==> src/rtl/mult_div_sequencer.sv <==
// mult_div_sequencer
//
// Multi-cycle unsigned multiply (MULTU) and divide (DIVU) unit. Instead of a
// dedicated multiplier/divider it borrows the shared 32-bit ALU. Each cycle it
// issues one add or subtract, for 32 iterations. It keeps the shift registers
// and the iteration counter internally. The final HI/LO words are published
// for MFHI/MFLO, and busy_o tells the control unit to stall the pipeline.
//
// Ports:
//   clk              system clock, rising edge
//   reset            asynchronous, active-low reset
//   start_i          operation request, sampled only while idle
//   op_i             0 = MULTU, 1 = DIVU (sampled together with start_i)
//   rs_data_i        multiplicand / dividend
//   rt_data_i        multiplier / divisor
//   alu_result_i     combinational result coming back from the ALU
//   alu_operation_o  ALU opcode (ADD while idle/multiplying, SUB while dividing)
//   alu_a_o          ALU operand A
//   alu_b_o          ALU operand B
//   alu_shamt_o      ALU shift amount, always zero
//   busy_o           high while iterating and in the completion cycle
//   done_o           one-cycle completion pulse
//   hi_o             product high word / remainder
//   lo_o             product low word / quotient
module mult_div_sequencer #(
    parameter int          DATA_WIDTH = 32,
    parameter int          CNT_WIDTH  = 6,
    parameter logic [4:0]  ALU_ADD    = 5'b00000,
    parameter logic [4:0]  ALU_SUB    = 5'b00001
) (
    input  logic                  clk,
    input  logic                  reset,
    input  logic                  start_i,
    input  logic                  op_i,
    input  logic [DATA_WIDTH-1:0] rs_data_i,
    input  logic [DATA_WIDTH-1:0] rt_data_i,
    input  logic [DATA_WIDTH-1:0] alu_result_i,
    output logic [4:0]            alu_operation_o,
    output logic [DATA_WIDTH-1:0] alu_a_o,
    output logic [DATA_WIDTH-1:0] alu_b_o,
    output logic [4:0]            alu_shamt_o,
    output logic                  busy_o,
    output logic                  done_o,
    output logic [DATA_WIDTH-1:0] hi_o,
    output logic [DATA_WIDTH-1:0] lo_o
);

    typedef enum logic [1:0] {
        IDLE,
        ITER,
        DONE
    } state_t;

    state_t                state;
    state_t                next_state;
    logic [CNT_WIDTH-1:0]  cnt;
    logic                  op_div;
    // Multiplicand for MULTU, divisor for DIVU.
    logic [DATA_WIDTH-1:0] operand;
    // acc_hi / remainder share one register, and acc_lo / quotient share another.
    logic [DATA_WIDTH-1:0] work_hi;
    logic [DATA_WIDTH-1:0] work_lo;
    logic [DATA_WIDTH-1:0] next_hi;
    logic [DATA_WIDTH-1:0] next_lo;
    logic [DATA_WIDTH-1:0] shifted;
    logic                  carry;
    logic                  sub_ok;
    logic                  last_iter;

    assign alu_shamt_o = '0;
    assign busy_o      = (state != IDLE);
    assign done_o      = (state == DONE);
    assign last_iter   = (cnt == CNT_WIDTH'(DATA_WIDTH - 1));

    // State register.
    always_ff @(posedge clk or negedge reset) begin
        if (!reset) begin
            state <= IDLE;
        end else begin
            state <= next_state;
        end
    end

    // Next-state logic, ALU operand selection and the per-iteration step.
    //
    // Multiply: add the multiplicand to the high accumulator when the current
    // multiplier bit is set. The add's carry-out is recovered from the wrapped
    // result and shifted back in as the new top bit.
    //
    // Divide (restoring): the partial remainder is really 33 bits wide. If the
    // bit shifted out of rem[31] is set, the subtraction must succeed, and the
    // 32-bit wrapped difference is still the correct remainder.
    always_comb begin
        next_state      = state;
        alu_operation_o = ALU_ADD;
        alu_a_o         = '0;
        alu_b_o         = '0;
        shifted         = {work_hi[DATA_WIDTH-2:0], work_lo[DATA_WIDTH-1]};
        carry           = 1'b0;
        sub_ok          = 1'b0;
        next_hi         = work_hi;
        next_lo         = work_lo;
        case (state)
            IDLE: begin
                if (start_i) begin
                    if (op_i && (rt_data_i == '0)) begin
                        next_state = DONE;
                    end else begin
                        next_state = ITER;
                    end
                end
            end
            ITER: begin
                if (op_div) begin
                    alu_operation_o = ALU_SUB;
                    alu_a_o         = shifted;
                    alu_b_o         = operand;
                    sub_ok          = work_hi[DATA_WIDTH-1] | (shifted >= operand);
                    next_hi         = sub_ok ? alu_result_i : shifted;
                    next_lo         = {work_lo[DATA_WIDTH-2:0], sub_ok};
                end else begin
                    alu_operation_o = ALU_ADD;
                    alu_a_o         = work_hi;
                    alu_b_o         = work_lo[0] ? operand : '0;
                    carry           = (alu_result_i < work_hi);
                    {next_hi, next_lo} = {carry, alu_result_i, work_lo[DATA_WIDTH-1:1]};
                end
                if (last_iter) begin
                    next_state = DONE;
                end
            end
            DONE: begin
                next_state = IDLE;
            end
            default: begin
                next_state = IDLE;
            end
        endcase
    end

    // Working registers, counter and the published HI/LO results. A start is
    // only honoured in IDLE, so requests made while busy are simply dropped.
    // Division by zero skips the iterations and publishes the dividend as HI
    // and all-ones as LO.
    always_ff @(posedge clk or negedge reset) begin
        if (!reset) begin
            cnt     <= '0;
            op_div  <= 1'b0;
            operand <= '0;
            work_hi <= '0;
            work_lo <= '0;
            hi_o    <= '0;
            lo_o    <= '0;
        end else begin
            case (state)
                IDLE: begin
                    if (start_i) begin
                        op_div  <= op_i;
                        cnt     <= '0;
                        work_hi <= '0;
                        if (op_i) begin
                            operand <= rt_data_i;
                            work_lo <= rs_data_i;
                            if (rt_data_i == '0) begin
                                hi_o <= rs_data_i;
                                lo_o <= '1;
                            end
                        end else begin
                            operand <= rs_data_i;
                            work_lo <= rt_data_i;
                        end
                    end
                end
                ITER: begin
                    work_hi <= next_hi;
                    work_lo <= next_lo;
                    cnt     <= cnt + 1'b1;
                    if (last_iter) begin
                        hi_o <= next_hi;
                        lo_o <= next_lo;
                    end
                end
                default: begin
                end
            endcase
        end
    end

endmodule

==> config.mk <==
export PLATFORM = sky130hd
export DESIGN_NAME = mult_div_sequencer
export DESIGN_NICKNAME = d
export VERILOG_FILES = /design/src/rtl/mult_div_sequencer.sv
export SDC_FILE = /design/constraint.sdc
export NUM_CORES = 1
export LEC_CHECK = 0
export BUFFER_PORTS_ARGS = -buffer_cell sky130_fd_sc_hd__buf_2
export CAP_MARGIN = 20
export CORE_ASPECT_RATIO = 1.5
export CORE_MARGIN = 3
export CORE_UTILIZATION = 35
export DETAILED_ROUTE_END_ITERATION = 6
export GPL_TIMING_DRIVEN = 0
export PLACE_DENSITY = 0.53
export SYNTH_ARGS = -nofsm -noshare
export SYNTH_HDL_FRONTEND = slang
export SYNTH_SLANG_ARGS = --single-unit
==> constraint.sdc <==
create_clock -name clk -period 2.5 [get_ports clk]
set_clock_uncertainty 0.1 [all_clocks]
set_input_delay 0.125 -clock clk [delete_from_list [all_inputs] [get_ports clk]]
set_output_delay 0.125 -clock clk [all_outputs]
set_load 0.005 [all_outputs]
* After elaboration in Yosys (flattened, before gate mapping) *
Index checks and enable logic that the tools add are counted.
W data, S select, Z words.

storage, ports and cells
  word-level logic and storage cells = 60
  input port bits = 100
  register bits after elaboration = 169
  output and inout bits = 140

operators by class
  $add $sub $neg = 1
  reductions and logical operators = 9
  multiplexer cells = 32
  bitwise logic cells = 1
  eq/ne operators = 7
  order comparisons = 2

operators by type and width
  operator               number
  $mux W32               20
  $pmux W32 S2           4
  $ge A32 B32 Y1         1
  $logic_not A32 Y1      1
  $lt A32 B32 Y1         1
  $pmux W6 S2            1
  $ne A2 B2 Y1 const B   4
  $add A6 B1 Y6 const B  1
  $eq A6 B5 Y1 const B   1
  $mux W2                3
  $mux W6                1
  $reduce_and A2 Y1      3
  $reduce_and A5 Y1      1
  $pmux W2 S2            1
  $reduce_bool A2 Y1     2
  $eq A2 B1 Y1 const B   1
  $eq A2 B2 Y1 const B   1
  $logic_not A2 Y1       1
  $mux W1                2
  $logic_and A1 B1 Y1    1
  $or A1 B1 Y1           1

* Longest topological paths before layout *
  word-level depth = 6
  mapped depth = 11
  gate-level depth less buffers = 9

* Worst setup path after synthesis *
No wires, ideal clock.

  kind = register -> register
  start point = reg work_hi[8]
  end point = reg hi_o[23]
  buffers on the path = 2
  setup slack = -0.014 ns
  clock period less this slack = 2.514 ns
  stages on the path, launching flop included = 11
  data required time = 2.308 ns
  data arrival time = 2.322 ns
  library setup time = 0.092 ns
  path through = dfrtp_1 ha_1 a21o_1 a221o_1 a221oi_2 a31oi_1 buf_6 buf_6 nor3_2 and3b_1 o31ai_2

between the ends
  cells in the longest elaborated chain, start to end = 6

ends and longest elaborated chain
  element                 RTL line  RTL
  from (decl)             61        logic [DATA_WIDTH-1:0] work_hi;
  from (signal assigned)  175       work_hi <= next_hi;
  $ge A32 B32 Y1          118       sub_ok = work_hi[DATA_WIDTH-1] | (shifted >= operand);
  $or A1 B1 Y1            118
  $mux W32                119       next_hi = sub_ok ? alu_result_i : shifted;
  $mux W32                114       if (op_div) begin
  $mux W32                178       if (last_iter) begin
  $pmux W32 S2            155       case (state)
  to (signal assigned)    165       hi_o <= rs_data_i;
  to (signal assigned)    179       hi_o <= next_hi;
  to (decl)               44        output logic [DATA_WIDTH-1:0] hi_o,

Every way passes these cells. The select of a mux whose other input is x is not followed.
A chain may end at the register's enable or synchronous reset.

* Worst setup path after layout *
  start point = reg operand[9]
  end point = reg hi_o[20]

between the ends
  cells in the longest elaborated chain, start to end = 6

ends and longest elaborated chain
  element                 RTL line  RTL
  from (decl)             59        logic [DATA_WIDTH-1:0] operand;
  from (signal assigned)  162       operand <= rt_data_i;
  from (signal assigned)  169       operand <= rs_data_i;
  $ge A32 B32 Y1          118
  $or A1 B1 Y1            118
  $mux W32                119
  $mux W32                114
  $mux W32                178
  $pmux W32 S2            155

Every way passes these cells. The select of a mux whose other input is x is not followed.

==> results.md <==
- Outcome: complete, but fails checks
- Violations in the final reports: negative setup slack
- Vias in the first global route: about 12,000
- Count of fill cells added during filler insertion: between 3,000 and 4,000
- Routed WL per cell: ~22 um
- Y dimension of the die: 224 um
- Portion of the clock cycle consumed by the worst path in the final layout: 113%
- Static Leak: 7.11 nW
- Arrival time of the worst setup path: a little over 3000 ps
- Hold path start: rt_data_i[6]
- Most frequently used flop master after synthesis: dfrtp_1
- Maximum clock path buffer count: 2
- Clock latency on the worst-skew pair: around 460 ps
- Setup total negative slack: -16,810 ps
- Initial antenna violation count: 5
- Source of the critical timing path: operand[9]$_DFFE_PN0P_
- Number of flops mapped to enable cells by yosys: 0
- Placement Setup Slack: -1130 ps
- Number of max-cap violations: 0
- Starting density of the core: approximately 36%
- Count of warnings emitted by yosys: 0
- Number of clock sinks: 169
- Synthesized netlist cell count: between 1,000 and 1,500
- Htree depth: 4
- Largest net degree at the start of global routing: ~110
- Pins Over Slew Limit: 0
- Remaining number of nets flagged by the antenna check after routing: 0
- Final setup violation count: 66
- Sequential element share of the synthesized area: 38.1%
- Total number of vias: between 10,000 and 15,000
- Post-synthesis to final-layout area growth: 36.9%
- Number of violations reported at the end of detailed-routing iteration 0: 730
- Pwr dens: between 1000 and 1500 nW/um^2
- Fraction of layout cells with a size suffix above 1: between 30% and 40%
- Std cell rows: just under 80
- Total power after layout: approximately 21 mW
- Classification of the worst-slack hold path: in2reg
- Critical setup path kind: reg2reg
- Die Area: approximately 34,000 sq um
- Number of storage elements in the synthesis netlist: 169
- Quantity of I/O buffers inserted on ports: 230
- Estimated wirelength of the detail-placed design: around 34 mm
- Final wirelength: 45.3 mm
- Util after Layout: between 40% and 50%
- CP required: 2710 ps
- Global-route wire length before repair: about 68 mm
- DRC errors left: 0
- Clock root buffer: clkbuf_16
- RR Startpoint: operand[9]$_DFFE_PN0P_
- Final net count: 1,795
- Placer congestion estimate: 0.890
- Clock edge transition at the registers on the reported setup and hold paths: about 70 ps
- Overall track demand over capacity in global routing: roughly a quarter
- CTS tree: done
- Launching element type of the critical path: flop
- Number of distinct library cells after synthesis: 55
- Via/cell ratio: 5.41
- Final setup slack of the worst path: -333 ps
- Post-route minimum period: between 2000 and 3000 ps
- CORE AREA: a little over 30,000 sq um
- I/O pin total: 240
- Die extent in x: between 150 and 200 um
- Number of iterations in the first detailed-routing pass: 5
- Cts bufs inserted: 17
- RSZ-0062 raised after global routing: yes
- Endpoint type of the worst setup path: flop
- Worst relative slew slack: between 40% and 50%
- Slew of the pin with the lowest slew margin: roughly 860 ps
- Area of the mapped netlist: between 10,000 and 15,000 sq um
- Syn avg cell area: 8.87 sq um
- IR Drop Worst-Case VDD: ~550 uV
- FFs w/ async S/R, synth: between 90% and 100%
- Final hold violation count: 0
- Achievable Freq: 0.353 GHz
- Remaining global-route overflow: 0
- Largest fanout on the critical path: 6
==> state kept, by name (all words and copies together) (netlist names) <==
| name | flops |
|---|---|
| state | 2 |
| work_lo | 32 |
| hi_o | 32 |
| work_hi | 32 |
| lo_o | 32 |
| cnt | 6 |
| op_div | 1 |
| operand | 32 |
==> cell type report <==
class	instances	area (sq um)	share of cell area [%]
antenna	5	12.5	0.0823
buffer	103	606	3.98
clock buffer	19	443	2.91
clock inverter	13	128	0.839
inverter	66	248	1.63
multi-input combinational	920	6620	43.5
sequential	169	4240	27.9
tap	405	507	3.33
timing repair buffer	354	2410	15.9
==> report_power, final <==
group / switching, mW / total [mW] / internal (mW)
Clock: 1.20 / 2.69 / 1.49
Sequential: 1.11 / 5.15 / 4.04
Combinational: 7.60 / 12.9 / 5.34
==> worst max-delay path, cell delays in order, from the launching register on <==
cell and delay (ps):
dfrtp_1 410, inv_2 80, ha_4 190, a21o_1 170
a221o_1 370, a221oi_4 360, a31oi_4 140, buf_6 160
buf_8 140, clkbuf_16 160, o21ai_1 110, and3b_2 210
o31ai_1 70
==> cells by family (layout without fill, tap and decap cells) <==
logic type                 Yosys count  after routing  synth area share, %
AOI/OAI and AO/OA                  351            351                 18.2
xor gates and xnor gates             1              1               0.0788
adders and majority gates           64             64                 7.21
buffers and inverters              172            555                 6.98
DFF                                169            169                 38.1
muxes                              128            128                 11.9
other                                1             14               0.0338
and+or+nand+nor                    367            367                 17.5
==> path summary, 6_finish.rpt <==
| check | to | slack (ps) | depth (start not counted) |
|---|---|---|---|
| setup / recovery | hi_o[20]$_DFFE_PN0P_ | -330 | 12 |
| hold / removal | work_lo[6]$_DFFE_PN0P_ | 30 | 4 |
| setup reg to reg | hi_o[20]$_DFFE_PN0P_ | -330 | 12 |
| hold reg to reg | hi_o[10]$_DFFE_PN0P_ | 390 | 2 |
| max in group asynchronous | work_hi[30]$_DFFE_PN0P_ | 1230 | 3 |
| min in group asynchronous | lo_o[7]$_DFFE_PN0P_ | 120 | 2 |
==> metrics by stage <==
stage | cells | hold WS [ps] | area [sq um]
after floorplan | 1261 | -271 | 11100
after global placement | 1896 | 359 | 12800
after detailed placement | 1897 | 18.5 | 12800
after CTS | 2044 | 1.00 | 14900
after global routing | 2053 | 34.0 | 15200
final | 2054 | 32.1 | 15200
==> per-layer routing <==
layer  vias to the layer above  share of wire, %  global-route usage (%)
met5                         -             0.024                       0
met4                         2               4.3                    12.4
met3                        85               4.1                    2.84
met2                       339                52                    47.0
met1                      5432                39                    31.4
li1                       5263                 -                       -
==> cell usage after synthesis (all sizes together), types with 30 or more instances <==
master,count,area [sq um]
a31oi,33,206
nor2,114,428
o22ai,30,188
inv,66,248
clkbuf,62,233
mux2,31,349
mux2i,97,971
and3,31,194
a21oi,82,410
nor3,63,445
o31ai,32,245
dfrtp,169,4230
ha,64,801
buf,44,295
nand2,82,308
o21ai,148,741
and3b,31,272
==> what timing repair did <==
item | in CTS | in global routing
setup buffers | 17 | 6
gates resized for setup | 93 | 71
pin swaps | 39 | 31
hold buffers | 97 | 0
hold endpoints to repair | 142 | 0
endpoints found under the setup margin | 197 | 121
gates cloned | 3 | 1
==> cell usage in the layout, fill, tap and decap left out, drive strengths merged, types with 32 or more instances in the layout <==
cell and instances:
dlygate4sd3 97, dfrtp 169, clkbuf 81, inv 67, a31oi 33, o21ai 148, mux2i 97, nand2 82
o31ai 32, nor2 114, nor3 63, a21oi 82, buf 298, ha 64
Power figures use the tool's default switching activity.
